--- src/rtl/pipelined_control_pkg.sv ---
// Shared encodings for the pipelined control path: opcodes, ALU codes,
// result/immediate selectors and the per-instruction control bundle.
package pipelined_control_pkg;

    localparam logic [6:0] OP_R      = 7'b0110011;
    localparam logic [6:0] OP_I      = 7'b0010011;
    localparam logic [6:0] OP_LOAD   = 7'b0000011;
    localparam logic [6:0] OP_STORE  = 7'b0100011;
    localparam logic [6:0] OP_BRANCH = 7'b1100011;
    localparam logic [6:0] OP_JAL    = 7'b1101111;
    localparam logic [6:0] OP_JALR   = 7'b1100111;
    localparam logic [6:0] OP_LUI    = 7'b0110111;

    localparam logic [3:0] ALU_ADD  = 4'b0000;
    localparam logic [3:0] ALU_SUB  = 4'b0001;
    localparam logic [3:0] ALU_AND  = 4'b0010;
    localparam logic [3:0] ALU_OR   = 4'b0011;
    localparam logic [3:0] ALU_XOR  = 4'b0100;
    localparam logic [3:0] ALU_SLT  = 4'b0101;
    localparam logic [3:0] ALU_SLTU = 4'b0110;
    localparam logic [3:0] ALU_SLL  = 4'b0111;
    localparam logic [3:0] ALU_SRL  = 4'b1000;
    localparam logic [3:0] ALU_SRA  = 4'b1001;

    localparam logic [1:0] RES_ALU = 2'b00;
    localparam logic [1:0] RES_MEM = 2'b01;
    localparam logic [1:0] RES_PC4 = 2'b10;

    localparam logic [2:0] IMM_I = 3'b000;
    localparam logic [2:0] IMM_S = 3'b001;
    localparam logic [2:0] IMM_B = 3'b010;
    localparam logic [2:0] IMM_J = 3'b011;
    localparam logic [2:0] IMM_U = 3'b100;

    typedef struct packed {
        logic       reg_write;
        logic       mem_write;
        logic       branch;
        logic       jump;
        logic       jalr;
        logic       alu_src;
        logic [1:0] result_src;
        logic [3:0] alu_ctrl;
        logic [2:0] funct3;
    } ctrl_t;

    // All-zero bundle is the bubble: no writes, no redirect, ALU add, result from ALU.
    localparam ctrl_t CTRL_BUBBLE = '0;

    function automatic logic [3:0] alu_from_funct(input logic [2:0] funct3,
                                                  input logic       alt,
                                                  input logic       is_r);
        logic [3:0] code;
        case (funct3)
            3'b000:  code = (alt && is_r) ? ALU_SUB : ALU_ADD;
            3'b001:  code = ALU_SLL;
            3'b010:  code = ALU_SLT;
            3'b011:  code = ALU_SLTU;
            3'b100:  code = ALU_XOR;
            3'b101:  code = alt ? ALU_SRA : ALU_SRL;
            3'b110:  code = ALU_OR;
            default: code = ALU_AND;
        endcase
        return code;
    endfunction

endpackage

--- src/rtl/pipelined_control_if.sv ---
// Control-path bundle between the datapath and the pipelined control block.
interface pipelined_control_if #(
    parameter int INSTR_WIDTH = 32,
    parameter int ALU_CTRL_W  = 4
);
    logic [INSTR_WIDTH-1:0] instr_d;
    logic                   flush_e;
    logic                   zero_e;
    logic                   lt_e;
    logic                   ltu_e;
    logic [2:0]             imm_src_d;
    logic                   illegal_d;
    logic [ALU_CTRL_W-1:0]  alu_control_e;
    logic                   alu_src_e;
    logic [1:0]             result_src_e;
    logic                   pc_src_e;
    logic                   jalr_e;
    logic                   reg_write_m;
    logic                   mem_write_m;
    logic [1:0]             result_src_m;
    logic                   reg_write_w;
    logic [1:0]             result_src_w;

    modport master (
        output instr_d, flush_e, zero_e, lt_e, ltu_e,
        input  imm_src_d, illegal_d, alu_control_e, alu_src_e, result_src_e,
               pc_src_e, jalr_e, reg_write_m, mem_write_m, result_src_m,
               reg_write_w, result_src_w
    );

    modport slave (
        input  instr_d, flush_e, zero_e, lt_e, ltu_e,
        output imm_src_d, illegal_d, alu_control_e, alu_src_e, result_src_e,
               pc_src_e, jalr_e, reg_write_m, mem_write_m, result_src_m,
               reg_write_w, result_src_w
    );
endinterface

--- src/rtl/pipelined_control_decode.sv ---
// Combinational instruction decode: RV32 opcode/funct fields to a control bundle.
module pipelined_control_decode
    import pipelined_control_pkg::*;
#(
    parameter int INSTR_WIDTH = 32
) (
    input  logic [INSTR_WIDTH-1:0] instr,
    output ctrl_t                  ctrl,
    output logic [2:0]             imm_src,
    output logic                   illegal
);

    logic [6:0] opcode;
    logic [2:0] funct3;
    logic       alt;
    logic       unused_instr;

    assign opcode = instr[6:0];
    assign funct3 = instr[14:12];
    assign alt    = instr[30];
    assign unused_instr = ^{instr[INSTR_WIDTH-1:31], instr[29:15], instr[11:7]};

    always_comb begin
        ctrl    = CTRL_BUBBLE;
        imm_src = IMM_I;
        illegal = 1'b0;
        case (opcode)
            OP_R: begin
                ctrl.reg_write = 1'b1;
                ctrl.alu_ctrl  = alu_from_funct(funct3, alt, 1'b1);
            end
            OP_I: begin
                ctrl.reg_write = 1'b1;
                ctrl.alu_src   = 1'b1;
                ctrl.alu_ctrl  = alu_from_funct(funct3, alt, 1'b0);
            end
            OP_LOAD: begin
                ctrl.reg_write  = 1'b1;
                ctrl.alu_src    = 1'b1;
                ctrl.result_src = RES_MEM;
            end
            OP_STORE: begin
                ctrl.mem_write = 1'b1;
                ctrl.alu_src   = 1'b1;
                imm_src        = IMM_S;
            end
            OP_BRANCH: begin
                // funct3 travels with the branch so EX can pick the condition.
                ctrl.branch   = 1'b1;
                ctrl.alu_ctrl = ALU_SUB;
                ctrl.funct3   = funct3;
                imm_src       = IMM_B;
            end
            OP_JAL: begin
                ctrl.jump       = 1'b1;
                ctrl.reg_write  = 1'b1;
                ctrl.result_src = RES_PC4;
                imm_src         = IMM_J;
            end
            OP_JALR: begin
                ctrl.jump       = 1'b1;
                ctrl.jalr       = 1'b1;
                ctrl.reg_write  = 1'b1;
                ctrl.alu_src    = 1'b1;
                ctrl.result_src = RES_PC4;
            end
            OP_LUI: begin
                ctrl.reg_write = 1'b1;
                ctrl.alu_src   = 1'b1;
                imm_src        = IMM_U;
            end
            default: illegal = 1'b1;
        endcase
    end

endmodule

--- src/rtl/pipelined_control.sv ---
// Three-stage control pipeline (D->E, E->M, M->W) with EX-stage branch
// resolution; a redirect or external flush turns the next EX slot into a bubble.
module pipelined_control
    import pipelined_control_pkg::*;
#(
    parameter int INSTR_WIDTH = 32,
    parameter int ALU_CTRL_W  = 4
) (
    input  logic               clk,
    input  logic               rst_n,
    pipelined_control_if.slave bus
);

    ctrl_t      dec_ctrl;
    ctrl_t      ctrl_p0;
    logic       reg_write_p1;
    logic       mem_write_p1;
    logic [1:0] result_src_p1;
    logic       reg_write_p2;
    logic [1:0] result_src_p2;
    logic       cond_e;
    logic       pc_src;

    pipelined_control_decode #(
        .INSTR_WIDTH(INSTR_WIDTH)
    ) u_decode (
        .instr   (bus.instr_d),
        .ctrl    (dec_ctrl),
        .imm_src (bus.imm_src_d),
        .illegal (bus.illegal_d)
    );

    always_comb begin
        case (ctrl_p0.funct3)
            3'b000:  cond_e = bus.zero_e;
            3'b001:  cond_e = ~bus.zero_e;
            3'b100:  cond_e = bus.lt_e;
            3'b101:  cond_e = ~bus.lt_e;
            3'b110:  cond_e = bus.ltu_e;
            3'b111:  cond_e = ~bus.ltu_e;
            default: cond_e = 1'b0;
        endcase
    end

    assign pc_src = ctrl_p0.jump | (ctrl_p0.branch & cond_e);

    // D -> E: the only stage that can take a bubble
    always_ff @(posedge clk or negedge rst_n) begin
        if (!rst_n) begin
            ctrl_p0 <= CTRL_BUBBLE;
        end else if (pc_src || bus.flush_e) begin
            ctrl_p0 <= CTRL_BUBBLE;
        end else begin
            ctrl_p0 <= dec_ctrl;
        end
    end

    // E -> M and M -> W: always drain
    always_ff @(posedge clk or negedge rst_n) begin
        if (!rst_n) begin
            reg_write_p1  <= 1'b0;
            mem_write_p1  <= 1'b0;
            result_src_p1 <= RES_ALU;
            reg_write_p2  <= 1'b0;
            result_src_p2 <= RES_ALU;
        end else begin
            reg_write_p1  <= ctrl_p0.reg_write;
            mem_write_p1  <= ctrl_p0.mem_write;
            result_src_p1 <= ctrl_p0.result_src;
            reg_write_p2  <= reg_write_p1;
            result_src_p2 <= result_src_p1;
        end
    end

    assign bus.alu_control_e = ALU_CTRL_W'(ctrl_p0.alu_ctrl);
    assign bus.alu_src_e     = ctrl_p0.alu_src;
    assign bus.result_src_e  = ctrl_p0.result_src;
    assign bus.pc_src_e      = pc_src;
    assign bus.jalr_e        = ctrl_p0.jalr;
    assign bus.reg_write_m   = reg_write_p1;
    assign bus.mem_write_m   = mem_write_p1;
    assign bus.result_src_m  = result_src_p1;
    assign bus.reg_write_w   = reg_write_p2;
    assign bus.result_src_w  = result_src_p2;

endmodule
--- src/flat_wrapper.sv ---
// flat-port wrapper written by rule: the top's interface ports become plain ports
module pipelined_control_flat import pipelined_control_pkg::*;
#(
    parameter int INSTR_WIDTH = 32,
    parameter int ALU_CTRL_W  = 4
)
  (clk, rst_n, bus_instr_d, bus_flush_e, bus_zero_e, bus_lt_e, bus_ltu_e, bus_imm_src_d, bus_illegal_d, bus_alu_control_e, bus_alu_src_e, bus_result_src_e, bus_pc_src_e, bus_jalr_e, bus_reg_write_m, bus_mem_write_m, bus_result_src_m, bus_reg_write_w, bus_result_src_w);
  pipelined_control_if #(.INSTR_WIDTH(INSTR_WIDTH), .ALU_CTRL_W(ALU_CTRL_W)) bus_i ();
  input  logic clk;
  input  logic rst_n;
  input wire logic [$bits(bus_i.instr_d)-1:0] bus_instr_d;
  input wire logic [$bits(bus_i.flush_e)-1:0] bus_flush_e;
  input wire logic [$bits(bus_i.zero_e)-1:0] bus_zero_e;
  input wire logic [$bits(bus_i.lt_e)-1:0] bus_lt_e;
  input wire logic [$bits(bus_i.ltu_e)-1:0] bus_ltu_e;
  output wire logic [$bits(bus_i.imm_src_d)-1:0] bus_imm_src_d;
  output wire logic [$bits(bus_i.illegal_d)-1:0] bus_illegal_d;
  output wire logic [$bits(bus_i.alu_control_e)-1:0] bus_alu_control_e;
  output wire logic [$bits(bus_i.alu_src_e)-1:0] bus_alu_src_e;
  output wire logic [$bits(bus_i.result_src_e)-1:0] bus_result_src_e;
  output wire logic [$bits(bus_i.pc_src_e)-1:0] bus_pc_src_e;
  output wire logic [$bits(bus_i.jalr_e)-1:0] bus_jalr_e;
  output wire logic [$bits(bus_i.reg_write_m)-1:0] bus_reg_write_m;
  output wire logic [$bits(bus_i.mem_write_m)-1:0] bus_mem_write_m;
  output wire logic [$bits(bus_i.result_src_m)-1:0] bus_result_src_m;
  output wire logic [$bits(bus_i.reg_write_w)-1:0] bus_reg_write_w;
  output wire logic [$bits(bus_i.result_src_w)-1:0] bus_result_src_w;
  assign bus_i.instr_d = bus_instr_d;
  assign bus_i.flush_e = bus_flush_e;
  assign bus_i.zero_e = bus_zero_e;
  assign bus_i.lt_e = bus_lt_e;
  assign bus_i.ltu_e = bus_ltu_e;
  assign bus_imm_src_d = bus_i.imm_src_d;
  assign bus_illegal_d = bus_i.illegal_d;
  assign bus_alu_control_e = bus_i.alu_control_e;
  assign bus_alu_src_e = bus_i.alu_src_e;
  assign bus_result_src_e = bus_i.result_src_e;
  assign bus_pc_src_e = bus_i.pc_src_e;
  assign bus_jalr_e = bus_i.jalr_e;
  assign bus_reg_write_m = bus_i.reg_write_m;
  assign bus_mem_write_m = bus_i.mem_write_m;
  assign bus_result_src_m = bus_i.result_src_m;
  assign bus_reg_write_w = bus_i.reg_write_w;
  assign bus_result_src_w = bus_i.result_src_w;
  pipelined_control #(.INSTR_WIDTH(INSTR_WIDTH), .ALU_CTRL_W(ALU_CTRL_W)) u_core (.clk(clk), .rst_n(rst_n), .bus(bus_i));
endmodule
--- config.mk ---
export PLATFORM = sky130hd
export DESIGN_NAME = pipelined_control_flat
export DESIGN_NICKNAME = d
export VERILOG_FILES = /design/src/rtl/pipelined_control_pkg.sv /design/src/rtl/pipelined_control_if.sv /design/src/rtl/pipelined_control_decode.sv /design/src/rtl/pipelined_control.sv /design/src/flat_wrapper.sv
export SDC_FILE = /design/constraint.sdc
export NUM_CORES = 1
export LEC_CHECK = 0
export CAP_MARGIN = 20
export CORE_ASPECT_RATIO = 1.25
export CORE_MARGIN = 4
export CORE_UTILIZATION = 34
export CTS_BUF_LIST = sky130_fd_sc_hd__clkbuf_4 sky130_fd_sc_hd__clkbuf_8
export DETAILED_ROUTE_END_ITERATION = 16
export PLACE_DENSITY_LB_ADDON = 0.2
export SETUP_SLACK_MARGIN = 0.4
export SLEW_MARGIN = 20
export SYNTH_ARGS = -nofsm -noshare
export SYNTH_HDL_FRONTEND = slang
export SYNTH_SLANG_ARGS = --single-unit
export TNS_END_PERCENT = 5
--- constraint.sdc ---
create_clock -name clk -period 1.4 [get_ports clk]
set_input_delay 0.21 -clock clk [delete_from_list [all_inputs] [get_ports clk]]
set_output_delay 0.21 -clock clk [all_outputs]
set_load 0.05 [all_outputs]
* Word level (Yosys, flattened, before mapping)
Cells that the tools add are included.
Storage, ports and cells: flip-flop bits (word level) 22, bits of input ports 38, output and inout bits 20, word-level logic and storage cells 62
Operators by class: eq/ne operators 19, mux-type cells 17, bitwise operators 5, reduce and logical (&&, ||, !) cells 7
Operator list (count):
- one-hot mux 4 bit (7 select lines) | 2
- equality test 3 bit, second input constant | 7
- equality test 7 x 6 -> 1 bit, second input constant | 3
- equality test 7 bit, second input constant | 3
- two-way mux 15 bit | 1
- one-hot mux 3 bit (4 select lines) | 1
- one-hot mux 4 bit (3 select lines) | 1
- two-way mux 1 bit | 9
- OR reduction 8 bit | 1
- equality test 7 x 2 -> 1 bit, second input constant | 1
- equality test 7 x 5 -> 1 bit, second input constant | 1
- equality test 3 x 1 -> 1 bit, second input constant | 2
- equality test 3 x 2 -> 1 bit, second input constant | 2
- zero test 3 bit | 2
- one-hot mux 1 bit (6 select lines) | 1
- OR reduction 6 bit | 1
- OR reduction 5 bit | 1
- one-hot mux 2 bit (2 select lines) | 1
- two-way mux 3 bit | 1
- NOT 1 bit | 3
- OR reduction 2 bit | 1
- AND 1 bit | 1
- logical OR 1 bit | 1
- OR 1 bit | 1

* Logic depth before layout (Yosys ltp)
depth in word-level cells 6, mapped depth 5, depth with buffers taken out 4

* Cells and area by module
Synthesis repeated with hierarchy kept, for this count alone.
Second synthesis, totals: cells, all modules 123, area total of the unflattened synthesis 1213.7 um^2
By module, submodules not included:
- pipelined_control | instances 1, cells an instance 69, area each 878.3 um^2, seq. area each 550.5 um^2
- pipelined_control_decode | instances 1, cells an instance 54, area each 335.3 um^2, seq. area each 0.0 um^2

* Worst setup path after synthesis
No wires, ideal clock.
path kind in2out, start point input bus_instr_d[2], end point output bus_imm_src_d[0], arrival 1981 ps, setup slack -791 ps, stages 3, buffers on the path 1, cells stage by stage clkbuf_1 -> or3_1 -> a211oi_1
Between the ends: word-level cells in the longest chain between the ends 2, elaborated cells between the ends (all ways) 5, classes of those cells 4 x eq/ne; 1 x mux
RTL lines:
- start: declaration | RTL line flat_wrapper.sv:11 | input wire logic [$bits(bus_i.instr_d)-1:0] bus_instr_d;
- equality test 7 x 6 -> 1 bit or equality test 7 bit (tied branches) | RTL line pipelined_control_decode.sv:27 | case (opcode)
- one-hot mux 3 bit (4 select lines) * | RTL line pipelined_control_decode.sv:27
- end: declaration | RTL line flat_wrapper.sv:16 | output wire logic [$bits(bus_i.imm_src_d)-1:0] bus_imm_src_d;
Mark *: on every way between the ends. The rest lies on a longest branch, timed or not.

* Worst setup path after layout
start point register u_core.ctrl_p0[2] (netlist bit), end point output bus_pc_src_e
Between the ends: word-level cells in the longest chain between the ends 4, elaborated cells between the ends (all ways) 9, classes of those cells 5 x eq/ne; 1 x mux; 2 x bitwise; 1 x reduce/logical
RTL lines:
- start: declaration | RTL line pipelined_control.sv:15 | ctrl_t ctrl_p0;
- start signal: assignment | RTL line pipelined_control.sv:54 | ctrl_p0 <= dec_ctrl;
- equality test 3 bit, or another cell as far along | RTL line pipelined_control.sv:34 | case (ctrl_p0.funct3)
- one-hot mux 1 bit (6 select lines) * | RTL line pipelined_control.sv:34
- AND 1 bit * | RTL line pipelined_control.sv:45 | assign pc_src = ctrl_p0.jump | (ctrl_p0.branch & cond_e);
- OR 1 bit * | RTL line pipelined_control.sv:45
- end: declaration | RTL line flat_wrapper.sv:21 | output wire logic [$bits(bus_i.pc_src_e)-1:0] bus_pc_src_e;
Marked as above.

==> results.md <==
- Adder-cell share of the synthesized area: 0%
- Most frequent cells in the layout: dfrtp_1 (21), buf_12 (20), buf_4 (18), clkdlybuf4s50_1 (11), nor2_1 (7)
- Status: finished with violations
- Synth cell types: 30
- CTS max path bufs: 2
- Simple-gate share of the synthesized area: 25.7%
- Combinational family with the most area after synthesis: simple AND/OR/NAND/NOR gates
- Initial Util: 35.6%
- Critical path class: register to primary output
- Grt ovf: 0
- Primary FF master, synth: dfrtp_1
- Worst Path Max Fanout: 2
- DRC violations left: 0
- Port Buffers: 36
- Number of synthesized flops with an enable pin: 0
- DR vias: 863
- Clock sinks: 21
- Worst skew pair latency: 0.30 ns
- Root buffer cell: clkbuf_4
- RSZ-0062 raised after global routing: true
- Crit path max-delay cell type: dfrtp_1
- I/O pin total: 58
- Post-synth ARST share: 100%
- Worst R2R Path Depth: 5
- Syn-to-layout area delta: 88.6%
- Synth Register Bits: 21
- GP Congestion: 0.781
- First-pass GRT wire length: 3980 um
- Slowest stage delay, CP: 0.41 ns
- Tot Pwr: 1.11 mW
- Reg2reg setup slack: -0.32 ns
- Register area share after synthesis: 54.5%
- Hold WS: 0.224 ns
- ANT cells: 0
- Pwr Density: 611 mW/mm^2
- Top cell type by total area after synthesis: dfrtp_1
- Nets: 184
- Max Cap Violations: 0
- Critical path capture point type: primary output
- Final WL: 2410 um
- Fraction of layout cells with a size suffix above 1: 46.2%
- Synth area leaders: dfrtp_1 (55%), buf_4 (4.7%), nor2_1 (3.9%)
- Worst slew margin: 82.7%
- Cts bufs inserted: 3
- Post-layout min period: 1.85 ns
- H-tree Lvls: 1
- Routed length per instance: 13.4 um
- Synthesized area: 963 sq um
- Die width: 55.6 um
- Total die area: 0.00375 sq mm
- Setup-failing EPs final: 18
- Final Hold Fails: 0
- Vias in the first global route: 915
- Fmax: 540 MHz
- Warnings, synthesis: 0
- Pins over their slew limit: 0
- Share of Yosys cell area claimed by the top area cell type: 54.5%
- Core ar.: 0.00271 sq mm
- Period utilisation layout: 132%
- Clock Skew: 0.0101 ns
- Clk pin slew, worst setup/hold paths: 0.12 ns
- Most common cell after layout, fill and taps aside: dfrtp_1
- Post-DP HPWL: 1930 um
- RR Endpoint: u_core.bus.alu_src_e$_DFF_PN0_
- Peak supply drop: 0.403 mV
- DRT iter0 DRCs: 14
- Leakage: 0.821 nW
- Post-Synth XOR/XNOR Area: 3.64%
- Worst hold path class: input pin to async pin
- Final non-filler cell total: 179
- Multiplexer share of the synthesized area: 3.12%
- Initial antenna violation count: 0
- Worst setup margin: -0.452 ns
- GRT Util Overall: 13.8%
- Die extent in y: 67.5 um
- Syn Nets: 130
- Violated checks: setup timing
- Vias/cell: 4.82
- Slew @ Worst Pin: 0.254 ns
- Worst endpoint required time: 1.19 ns
- RR Startpoint: u_core.ctrl_p0[2]$_DFF_PN0_
- Post-Synthesis Cells: 92
- CTS tree: yes
- Largest net degree at the start of global routing: 22
- Placed cells: 173
- Startpoint Class: register
- WP data arrival: 1.64 ns
- CP Cell Sequence: mux2i_2 -> mux2i_4 -> or3_4 -> buf_12
- Num rows: 21
- Synth Area in Compound Gates: 7.01%
- DRT Pass-1 Iters: 3
- Syn avg cell area: 10.5 sq um
- Post-DRT Antenna Nets: 0
[cells in the mapped netlist (2+ instances only)]
library cell,instances
nor4_1,2
clkbuf_1,2
xnor2_1,2
or3_1,3
o21ai_0,2
and2_1,3
a21oi_1,4
and3_1,2
nor3_1,4
nand2_1,6
buf_4,6
xor2_1,2
mux2i_1,3
dfrtp_1,21
nor2_1,10
nand3_1,6
[per-layer routing]
layer / GRT usage (%) / share of wire, % / vias to the layer above / wire length [um]
met5: 0 / 0 / - / 0
met4: 7.60 / 2.2 / 0 / 53
met3: 2.49 / 5.2 / 4 / 126
met2: 28.1 / 57 / 27 / 1370
met1: 13.0 / 35 / 413 / 852
li1: - / - / 419 / -
[what timing repair did]
action | CTS | global route
buffers inserted | 2 | 0
pin swaps | 7 | 3
gates resized for setup | 16 | 9
endpoints found under the setup margin | 34 | 34
hold buffers | 0 | 0
[registers in the layout, summed over array words and instances (netlist names), 2 cells and up]
signal	count
u_core.ctrl_p0	6
u_core.bus.result_src_e	2
u_core.bus.result_src_w	2
u_core.bus.alu_control_e	4
u_core.bus.result_src_m	2
[cells by family after synthesis]
family	Yosys count
simple gates	44
flops	21
compound gates	11
buf+inv	9
xor+xnor	4
mux	3
[stage by stage]
stage	worst slack (ns)	setup TNS, ns	instance area (sq um)	util [%]
4_1_cts	-0.472	-4.53	1780	65.8
5_1_grt	-0.503	-4.83	1820	67.1
3_3_place_gp	-0.433	-6.42	1680	62.1
3_5_place_dp	-0.483	-6.97	1680	62.1
6_report	-0.452	-3.94	1820	67.1
2_1_floorplan	-0.155	-1.25	985	-
[worst max-delay path, delay by kind of cell (launching register included)]
family,cells,cell delay [ns]
mux,2,0.38
buf+inv,1,0.16
simple gates,1,0.40
flops,1,0.41
[power by group]
| group | internal, mW | total [mW] | switching (mW) |
|---|---|---|---|
| combinational | 0.112 | 0.214 | 0.102 |
| clock | 0.109 | 0.284 | 0.175 |
| sequential | 0.610 | 0.612 | 0.00265 |
| total | 0.830 | 1.11 | 0.280 |
[worst max path at each step]
stage / slack (ns) / to / from / cells past startpoint
final: -0.45 / bus_pc_src_e / u_core.ctrl_p0[2]$_DFF_PN0_ / 4
after global routing: -0.50 / bus_pc_src_e / u_core.ctrl_p0[0]$_DFF_PN0_ / 5
after CTS: -0.47 / bus_pc_src_e / u_core.ctrl_p0[2]$_DFF_PN0_ / 4
after detailed placement: -0.48 / u_core.bus.alu_control_e[3]$_DFF_PN0_ / bus_instr_d[2] / 4
after global placement: -0.43 / u_core.bus.alu_control_e[3]$_DFF_PN0_ / bus_instr_d[2] / 4
after floorplan: -0.15 / u_core.bus.alu_control_e[3]$_DFF_PN0_ / u_core.bus.result_src_e[1]$_DFF_PN0_ / 3
[final cells by class]
type	instances	area, sq um
multi-input cells	62	477
flip-flops and latches	21	526
repair buffers	58	742
clock buffers	3	22.5
well taps	34	42.5
clock inverters	1	7.51
fillers	217	890
Note: power is estimated with default switching activity, not from simulation.
